--- config.mk ---
export PLATFORM = sky130hd
export DESIGN_NAME = crc_lfsr
export DESIGN_NICKNAME = d
export VERILOG_FILES = /design/src/rtl/crc_pkg.sv /design/src/rtl/crc_lfsr.sv
export SDC_FILE = /design/constraint.sdc
export NUM_CORES = 1
export LEC_CHECK = 0
export ABC_AREA = 1
export CELL_PAD_IN_SITES_DETAIL_PLACEMENT = 1
export CELL_PAD_IN_SITES_GLOBAL_PLACEMENT = 1
export CORE_ASPECT_RATIO = 0.7
export CORE_UTILIZATION = 32
export CTS_BUF_LIST = sky130_fd_sc_hd__clkbuf_4 sky130_fd_sc_hd__clkbuf_8
export DETAILED_ROUTE_END_ITERATION = 6
export PLACE_DENSITY = 0.89
export RECOVER_POWER = 50
export SLEW_MARGIN = 20
export SYNTH_ARGS = -nofsm -noshare
export SYNTH_HDL_FRONTEND = slang
export SYNTH_SLANG_ARGS = --single-unit
export TNS_END_PERCENT = 50
--- constraint.sdc ---
create_clock -name clk -period 0.8 [get_ports clk]
set_input_delay 0.16 -clock clk [delete_from_list [all_inputs] [get_ports clk]]
set_output_delay 0.16 -clock clk [all_outputs]
set_load 0.05 [all_outputs]
--- src/rtl/crc_pkg.sv ---
`default_nettype none
// +----------------------------------------------------------------------+
// | crc_pkg: CRC-16-CCITT constants, state encoding and bit-step helper.  |
// | Revision: 1.0                                                        |
// +----------------------------------------------------------------------+
package crc_pkg;

    localparam int              CRC_WIDTH = 16;
    localparam logic [15:0]     CRC_POLY  = 16'h1021;
    localparam logic [15:0]     CRC_INIT  = 16'hFFFF;

    typedef enum logic [1:0] {
        ST_IDLE  = 2'd0,
        ST_DATA  = 2'd1,
        ST_CHECK = 2'd2,
        ST_DONE  = 2'd3
    } state_t;

    function automatic logic [CRC_WIDTH-1:0] crc_step(
        input logic [CRC_WIDTH-1:0] crc,
        input logic                 bit_in
    );
        logic fb;
        fb = crc[CRC_WIDTH-1] ^ bit_in;
        return {crc[CRC_WIDTH-2:0], 1'b0} ^ (fb ? CRC_POLY : '0);
    endfunction

endpackage
`default_nettype wire

--- src/rtl/crc_lfsr.sv ---
`default_nettype none
// +----------------------------------------------------------------------+
// | crc_lfsr: 16-bit serial CRC register with load-init and step-enable. |
// | Revision: 1.0                                                        |
// +----------------------------------------------------------------------+
module crc_lfsr
    import crc_pkg::*;
(
    input  logic                 clk,
    input  logic                 reset,
    input  logic                 load,
    input  logic                 step,
    input  logic                 bit_in,
    output logic [CRC_WIDTH-1:0] crc
);

    // load beats step so a restart discards the bit presented with it
    always_ff @(posedge clk) begin
        if (reset) begin
            crc <= CRC_INIT;
        end else if (load) begin
            crc <= CRC_INIT;
        end else if (step) begin
            crc <= crc_step(crc, bit_in);
        end
    end

endmodule
`default_nettype wire

After elaboration in Yosys (flattened, before gate mapping). Cells that the tools add are included.

Bitwise operators: 2. Reduce and logical (&&, ||, !) cells: 1. Multiplexer cells: 1.

Operators with widths (count): XOR 16 x 13 -> 16 bit (1); 2-to-1 mux 13 bit (1); OR reduction 2 bit (1); XOR 1 bit (1).

Register bits: 16. Word-level logic and storage cells: 5.

Longest topological paths before layout. Gate-level depths: netlist (run 1).

Depth in word-level cells: 3. Gate-level depth with buffers: 5. Depth with buffers taken out: 5.

Worst setup path before layout (run 1). Ideal clock, no wire load.

Kind: reg2reg. From: register crc[15]. To: register crc[5]. Clock period less this slack: 1200 ps. Cell stages (with the launch flop): 6. Slack: -400 ps. Data arrival time: 1085 ps. Library setup time: 115 ps. Path through: dfxtp_1 > inv_1 > nand2_1 > nand3_1 > nand3_1 > nand2_1.

Longest elaborated chain between the ends: 3.

Ends and longest elaborated chain: start: declaration (line crc_lfsr.sv:14) `output logic [CRC_WIDTH-1:0] crc`; start signal: assignment (line crc_lfsr.sv:24) `crc <= crc_step(crc, bit_in);`; XOR 1 bit (line crc_pkg.sv:24) `fb = crc[CRC_WIDTH-1] ^ bit_in;`; 2-to-1 mux 13 bit (line crc_pkg.sv:25) `return {crc[CRC_WIDTH-2:0], 1'b0} ^ (fb ? CRC_POLY : '0);`; XOR 16 x 13 -> 16 bit (line crc_pkg.sv:25).

Every way passes these cells. A chain may end at the register's enable or synchronous reset.

Final worst setup path (run 1).
From: register crc[15]. To: output crc[15].

No word-level cell between the ends.

==> impl_metrics.ini, run 1 <==
[yosys]
synth_seq_cells = 16
yosys-top-cells-area = dfxtp_1 (44%), nand3_2 (15%), nand2_1 (11%)
syn-instance-count = 80
syn-num-nets = 85
synth.cell_area_um2 = 721
synth_cell_types = 13
synth_mux_area_share_pct = 0
ys_seq_area_share_pct = 44.4
synth_edf_count = 0
yosys_warnings = 0
ys.flop_type = dfxtp_1
synth_top_area_share_pct = 44.4
synth_top_family_by_area = simple AND/OR/NAND/NOR gates
yosysTopAreaCell = dfxtp_1
synth_async_sr_flop_share_pct = 0
synthXorXnorAreaFrac_pct = 0
yosys-top-cells-count = nand2_1 (22), dfxtp_1 (16), nand3_2 (11)
syn_avg_cell_area_um2 = 9.01
synth-compound-area-share_pct = 2.43
synthSimpleGateAreaFrac_pct = 43.9
synth_most_common_cell = nand2_1
synthAdderAreaFrac_pct = 0

[sta]
holdWs_ps = 309
worstMarginPinSlew_ps = 232
fmax_ghz = 1.01
period_minus_slack_ps = 994
setup_viol = 23
rsz0062_at_grt = true
drv_slew = 0
finalHoldViolations = 0
fin_skew_ps = 8.98
worst_slack_ps = -194
slew_headroom_pct = 84.5
final.period_utilization_pct = 124

[placement]
io_buffers = 20
dp_cells = 131
finalWeightedCongestion = 0.755
dpl-instance-area_mm2 = 0.00115
place_hpwl_um = 1210
pre_cts_ws_ps = -413

[floorplan]
pin_count = 21
die_width_um = 58.7
die_area_mm2 = 0.00245
die_height_um = 41.7
start_util_pct = 36.3
coreArea_mm2 = 0.00198
num_rows = 13

[cells_and_area]
fill_cells = 215
largest_reg_flops = 16
fin_cells = 153
area_growth_pct = 92.0
largest_registers = crc: 16 flops
nets = 129
fin_area_mm2 = 0.00138
n_antenna_cell = 0
drive_gt1_share_pct = 72.4
top_register = crc

[setup_path]
crit_chain = buf_12
critPathMaxFanout = 3
slowest_delay_ps = 400
slowest_stage = dfxtp_4
endpoint_kind = output port
critPathBufInv = 1
cp.required_ps = 640
cp.arrival_ps = 830
crit_type = reg -> out
cp-start-kind = register
crit_family = flip-flops

[flow_run]
maxCapViolations = 0

[clock_network]
clock-sinks = 16
cts_tree = built
htreeDepth = 1
clock_latency_ps = 290
path_clk_slew_ps = 100
cts_hold_buf = 0
numCtsBuffers = 3
cts-root-buf = clkbuf_4
cts_buffer_depth = 2

[status]
status = finished, violations left
failed_checks = negative setup slack

[grt]
grt_max_degree = 18
grt_pass1_vias = 803
gr-usage-all-layers_pct = 23.6
antenna_found_initial = 0
grt_first_pass_wirelength_um = 4090
overflow = 0

[route]
drc = 0
drtAntennaViolNets = 0
dr.pass1.iters = 3
wl_per_cell_um = 18.4
routed_wirelength_um = 2820
avgViaCountPerCell = 4.95
drtIter0Drc = 24
vias = 758

[pwr]
p_total_mw = 1.85
p_per_area_mw_per_mm2 = 1330
ir_drop_mv = 0.814
p_seq_share_pct = 45.2
internal-power_mw = 1.26
switching_share_pct = 31.9
power.leakage_nw = 0.626
p_switching_mw = 0.589
clock_power_share_pct = 26.9
p_comb_share_pct = 27.9

[min_path]
min_path_type = in -> reg
what timing repair did:
item,in CTS,in global routing
buffers inserted,14,4
gates resized for setup,24,9
setup endpoints to repair,32,21
pin swaps,1,2
gates cloned,0,0
placed cells by master, fill, tap and decap left out:
master	count
dlygate4sd2_1	3
dlymetal6s2s_1	1
inv_4	2
buf_4	16
buf_6	4
dfxtp_4	14
nand3b_1	2
dfxtp_2	2
nand2_1	16
clkbuf_4	4
inv_1	2
nand2_4	2
nor2_4	1
o211ai_1	1
nand3_1	5
nand3_2	13
buf_12	17
a21oi_1	2
clkbuf_1	2
nand2_2	14
layout make-up:
| cell class | count | area (um2) | area share, % |
|---|---|---|---|
| clock buffer | 4 | 30.0 | 2.17 |
| inverter | 4 | 20.0 | 1.45 |
| multi-input combinational | 56 | 369 | 26.7 |
| sequential | 16 | 375 | 27.1 |
| tap | 30 | 37.5 | 2.71 |
| timing repair buffer | 43 | 552 | 39.9 |
worst paths after layout:
kind,start,end,slack (ps),cells past startpoint
worst max-delay path,crc[15],crc[15],-190,1
worst min-delay path,bit_in,crc[0],310,4
worst max register to register,crc[15],crc[5],-180,5
worst min register to register,crc[6],crc[7],550,2
power groups by stage:
stage	sequential (mW)	combinational (mW)	clock (mW)
global placement	0.889	0.412	0
finish	0.835	0.516	0.496
detailed placement	0.890	0.422	0
floorplan	0.970	0.153	0
global route	0.839	0.540	0.529
CTS	0.833	0.471	0.493
layer usage:
layer / part of all wire, % / up-vias / routed length, um / GRT usage [%]
li1: - / 345 / - / -
met4: 3.2 / 0 / 91 / 15.2
met3: 3.0 / 9 / 86 / 5.30
met5: 0 / - / 0 / 0
met2: 52 / 22 / 1460 / 38.0
met1: 42 / 382 / 1180 / 28.2
stage by stage:
step           TNS [ps]  utilization, %
2_1_floorplan      -672               -
3_3_place_gp      -5540            57.8
3_5_place_dp      -5820            57.8
4_1_cts           -2800            66.9
5_1_grt           -3510            69.7
6_report          -3050            69.7
kinds of logic (layout without fill, tap and decap cells):
| logic type | Yosys count | after routing |
|---|---|---|
| simple gates | 53 | 53 |
| buf+inv | 8 | 51 |
| compound gates | 3 | 3 |
| flops | 16 | 16 |
No activity file was read; power rests on OpenSTA's default activity.
==> run 2, diff against run 1 <==
Settings changed: SKIP_LAST_GASP set to 1.
==> impl_metrics.ini, run 2 (synthesized netlist as in run 1, its figures left out) <==
[setup_path]
slowest_stage = dfxtp_4
crit_family = flip-flops
critPathMaxFanout = 3
crit_type = reg -> out
cp.arrival_ps = 820
cp.required_ps = 640
critPathBufInv = 1
crit_chain = buf_12
slowest_delay_ps = 390
cp-start-kind = register
endpoint_kind = output port

[pwr]
power.leakage_nw = 0.615
ir_drop_mv = 0.771
p_per_area_mw_per_mm2 = 1340

[floorplan]
die_height_um = 41.7
die_area_mm2 = 0.00245
num_rows = 13
coreArea_mm2 = 0.00198
die_width_um = 58.7
pin_count = 21
start_util_pct = 36.3

[cells_and_area]
final_cell_mix = buf_4 (20), nand2_1 (18), buf_12 (17)
multiInputGateArea_um2 = 368
top_register = crc
largest_reg_flops = 16
largest_registers = crc: 16 flops
area_growth_pct = 89.2
nets = 127
n_antenna_cell = 0
fill_cells = 220
regArea_um2 = 375
fin_cells = 151
final_common_cell = buf_4
drive_gt1_share_pct = 73.6

[placement]
dp_cells = 131
finalWeightedCongestion = 0.755
io_buffers = 20
place_hpwl_um = 1210
pre_cts_ws_ps = -413

[sta]
setup_viol = 32
period_minus_slack_ps = 981
final.period_utilization_pct = 123
rsz0062_at_grt = true
worstMarginPinSlew_ps = 236
slew_headroom_pct = 84.2
worst_slack_ps = -181
drv_slew = 0
finalHoldViolations = 0
holdWs_ps = 341
fmax_ghz = 1.02
fin_skew_ps = 11.9

[clock_network]
cts_tree = built
cts_buffer_depth = 2
numCtsBuffers = 3
path_clk_slew_ps = 100
htreeDepth = 1
clock-sinks = 16
cts-root-buf = clkbuf_4
clock_latency_ps = 290

[route]
vias = 743
drtIter0Drc = 21
wl_per_cell_um = 16.9
avgViaCountPerCell = 4.92
dr.pass1.iters = 4
drtAntennaViolNets = 0
drc = 0
routed_wirelength_um = 2550

[grt]
grt_max_degree = 18
grt_first_pass_wirelength_um = 3870
gr-usage-all-layers_pct = 22.2
overflow = 0
grt_pass1_vias = 782
antenna_found_initial = 0

[status]
status = finished, violations left
failed_checks = negative setup slack

[flow_run]
maxCapViolations = 0

[min_path]
min_path_type = in -> reg
-- run 2: cell types whose count changed in the layout (fill, tap and decap cells not counted) --
cell,change
buf_4,+4
buf_6,-4
clkdlybuf4s50_1,+3
dlygate4sd2_1,-3
clkbuf_1,-2
nand2_1,+2
a21oi_1,-1
a21oi_2,+1
nand2_2,-1
nand2_4,-1
nand3_1,-1
nand3_2,+1
-- run 2: worst paths after layout --
path	start	to	slack, ps	cells past startpoint
setup / recovery	crc[15]	crc[15]	-180	1
hold / removal	bit_in	crc[0]	340	4
setup reg to reg	crc[15]	crc[5]	-160	5
hold reg to reg	crc[3]	crc[3]	590	3
-- run 2: repair_timing --
| item | CTS | global route |
|---|---|---|
| hold buffers | 0 | 0 |
| hold endpoints to repair | 0 | 0 |
| endpoints found under the setup margin | 32 | 32 |
| buffers inserted | 14 | 2 |
| gates resized for setup | 18 | 7 |
| pin swaps | 0 | 5 |
-- run 2: routing by layer --
metal	part of all wire [%]	wire [um]	GRT usage [%]	vias up
met3	4.6	118	5.30	6
met2	54	1370	38.0	34
met5	0	0	0	-
met4	2.8	71	12.4	0
met1	39	998	25.2	361
li1	-	-	-	342
-- run 2: layout make-up --
type	instances	area share [%]
Timing Repair Buffer	41	39.1
Sequential cell	16	27.5
Multi-Input combinational cell	56	27.0
Tap cell	30	2.75
Clock buffer	4	2.20
Inverter	4	1.47
-- run 2: power by group --
group	switching, mW	leakage (nW)	internal [mW]	total [mW]
combinational	0.276	0.467	0.231	0.507
sequential	0.0351	0.130	0.797	0.832
clock	0.262	0.0184	0.227	0.490
total	0.574	0.615	1.26	1.83
-- run 2: through the flow --
stage	setup TNS (ps)	area [um2]	power [mW]	utilization [%]
finish	-4160	1360	1.83	68.7
global route	-5290	1360	1.91	68.7
CTS	-3750	1320	1.80	66.5
detailed placement	-5820	1150	1.31	57.8
global placement	-5540	1150	1.30	57.8
floorplan	-672	747	1.12	-
==> run 3, diff against run 2 <==
Settings changed: CORE_UTILIZATION 32 to 38, PLACE_DENSITY 0.89 to 0.95, SLEW_MARGIN 20 to 30.
Clock period 0.8 ns to 1.3 ns, I/O delays scaled along.
==> impl_metrics.ini, run 3 (synthesized netlist as in run 1, its figures left out) <==
[flow_run]
maxCapViolations = 0

[sta]
slew_headroom_pct = 78.8
fin_skew_ps = 4.00
finalHoldViolations = 0
period_minus_slack_ps = 1180
worstMarginPinSlew_ps = 318
finalSetupTns_ps = 0
final.period_utilization_pct = 90.8
drv_slew = 0
fmax_ghz = 0.847
setup_viol = 0
rsz0062_at_grt = false

[route]
drtAntennaViolNets = 0
routed_wirelength_um = 1850
avgViaCountPerCell = 5.01
drc = 0
wl_per_cell_um = 15.0
drtIter0Drc = 5
dr.pass1.iters = 2
vias = 621

[placement]
io_buffers = 20
place_hpwl_um = 1410
finalWeightedCongestion = 0.733
dpl-instance-area_mm2 = 0.00109

[setup_path]
critPathBufInv = 1
cp.depth = 1
cp-start-kind = register
cp.required_ps = 1040
cp.arrival_ps = 920
slowest_stage = dfxtp_1
critPathMaxFanout = 3
rr_worst_depth = 5
startpoint = crc[10]
crit_chain = buf_12
crit_end = crc[10]
crit_family = flip-flops
rrSetupSlack_ps = 270
worstReg2RegStart = crc[15]
crit_type = reg -> out
endpoint_kind = output port
r2r_end = crc[12]
slowest_delay_ps = 450

[status]
status = completed

[clock_network]
cts_tree = built
cts_hold_buf = 0
postCtsSetupBuffers = 0
cts_buffer_depth = 2
path_clk_slew_ps = 100
cts_resized = 0
htreeDepth = 1
clock_latency_ps = 290
numCtsBuffers = 3
clock-sinks = 16
cts-root-buf = clkbuf_4

[cells_and_area]
fill_cells = 167
largest_registers = crc: 16 flops
final_cell_mix = nand2_1 (22), buf_12 (17), dfxtp_1 (16)
n_antenna_cell = 0
fin_area_mm2 = 0.00113
final_common_cell = nand2_1
nets = 109
top_register = crc
drive_gt1_share_pct = 44.7
area_growth_pct = 56.4
largest_reg_flops = 16

[grt]
grt_first_pass_wirelength_um = 2880
overflow = 0
gr-usage-all-layers_pct = 21.6
grt_pass1_vias = 627
antenna_found_initial = 0
grt_max_degree = 18

[min_path]
min_path_type = reg -> reg

[pwr]
p_per_area_mw_per_mm2 = 1000
power.leakage_nw = 0.523
p_total_mw = 1.13
ir_drop_mv = 1.10

[floorplan]
num_rows = 12
pin_count = 21
die_area_mm2 = 0.00208
coreArea_mm2 = 0.00168
start_util_pct = 42.9
die_height_um = 38.4
die_width_um = 54.1
==> run 3: changes by cell type in the layout (fill, tap and decap cells not counted), sizes merged <==
cell and delta:
dlygate4sd3 +1, clkbuf +1, dlymetal6s2s -1, buf -19
==> run 3: per-stage QoR <==
step	hold WS [ps]	setup WS, ps	utilization [%]	instances
2_1_floorplan	369	99.9	-	80
3_3_place_gp	514	28.6	65.0	120
3_5_place_dp	522	-67.6	65.0	120
4_1_cts	544	117	67.2	124
5_1_grt	558	70.4	67.0	124
6_report	539	120	67.0	124
==> run 3: cell type report <==
| type | count | area, um2 | share of cell area, % |
|---|---|---|---|
| well taps | 21 | 26.3 | 2.33 |
| multi-input cells | 56 | 334 | 29.6 |
| repair buffers | 23 | 393 | 34.9 |
| flip-flops and latches | 16 | 320 | 28.4 |
| inverters | 4 | 17.5 | 1.55 |
| clock buffers | 4 | 36.3 | 3.22 |
==> run 3: how the worst min path moves through the flow <==
stage	from	endpoint	slack, ps	cells past startpoint
3_3_place_gp	crc[7]	crc[7]	510	2
3_5_place_dp	crc[8]	crc[8]	520	2
2_1_floorplan	reset	crc[14]	370	2
6_report	crc[6]	crc[6]	540	2
4_1_cts	crc[6]	crc[6]	540	2
5_1_grt	crc[8]	crc[8]	560	2
==> run 3: report_power, final <==
group / internal, mW / switching (mW) / total, mW
combinational: 0.112 / 0.142 / 0.254
clock: 0.171 / 0.167 / 0.338
sequential: 0.508 / 0.0268 / 0.535
==> run 3: worst register-to-register path, stage by stage (launching register included) <==
cell,delay [ps]
dfxtp_1,440
inv_1,120
nand2_1,120
nand3_1,90
nand3_1,100
nand2_1,70
==> run 3: metal layers <==
metal	vias up	wire (um)	GRT usage [%]
li1	303	-	-
met5	-	0	0
met2	21	896	36.4
met4	0	38	8.97
met1	291	814	23.5
met3	6	105	9.92
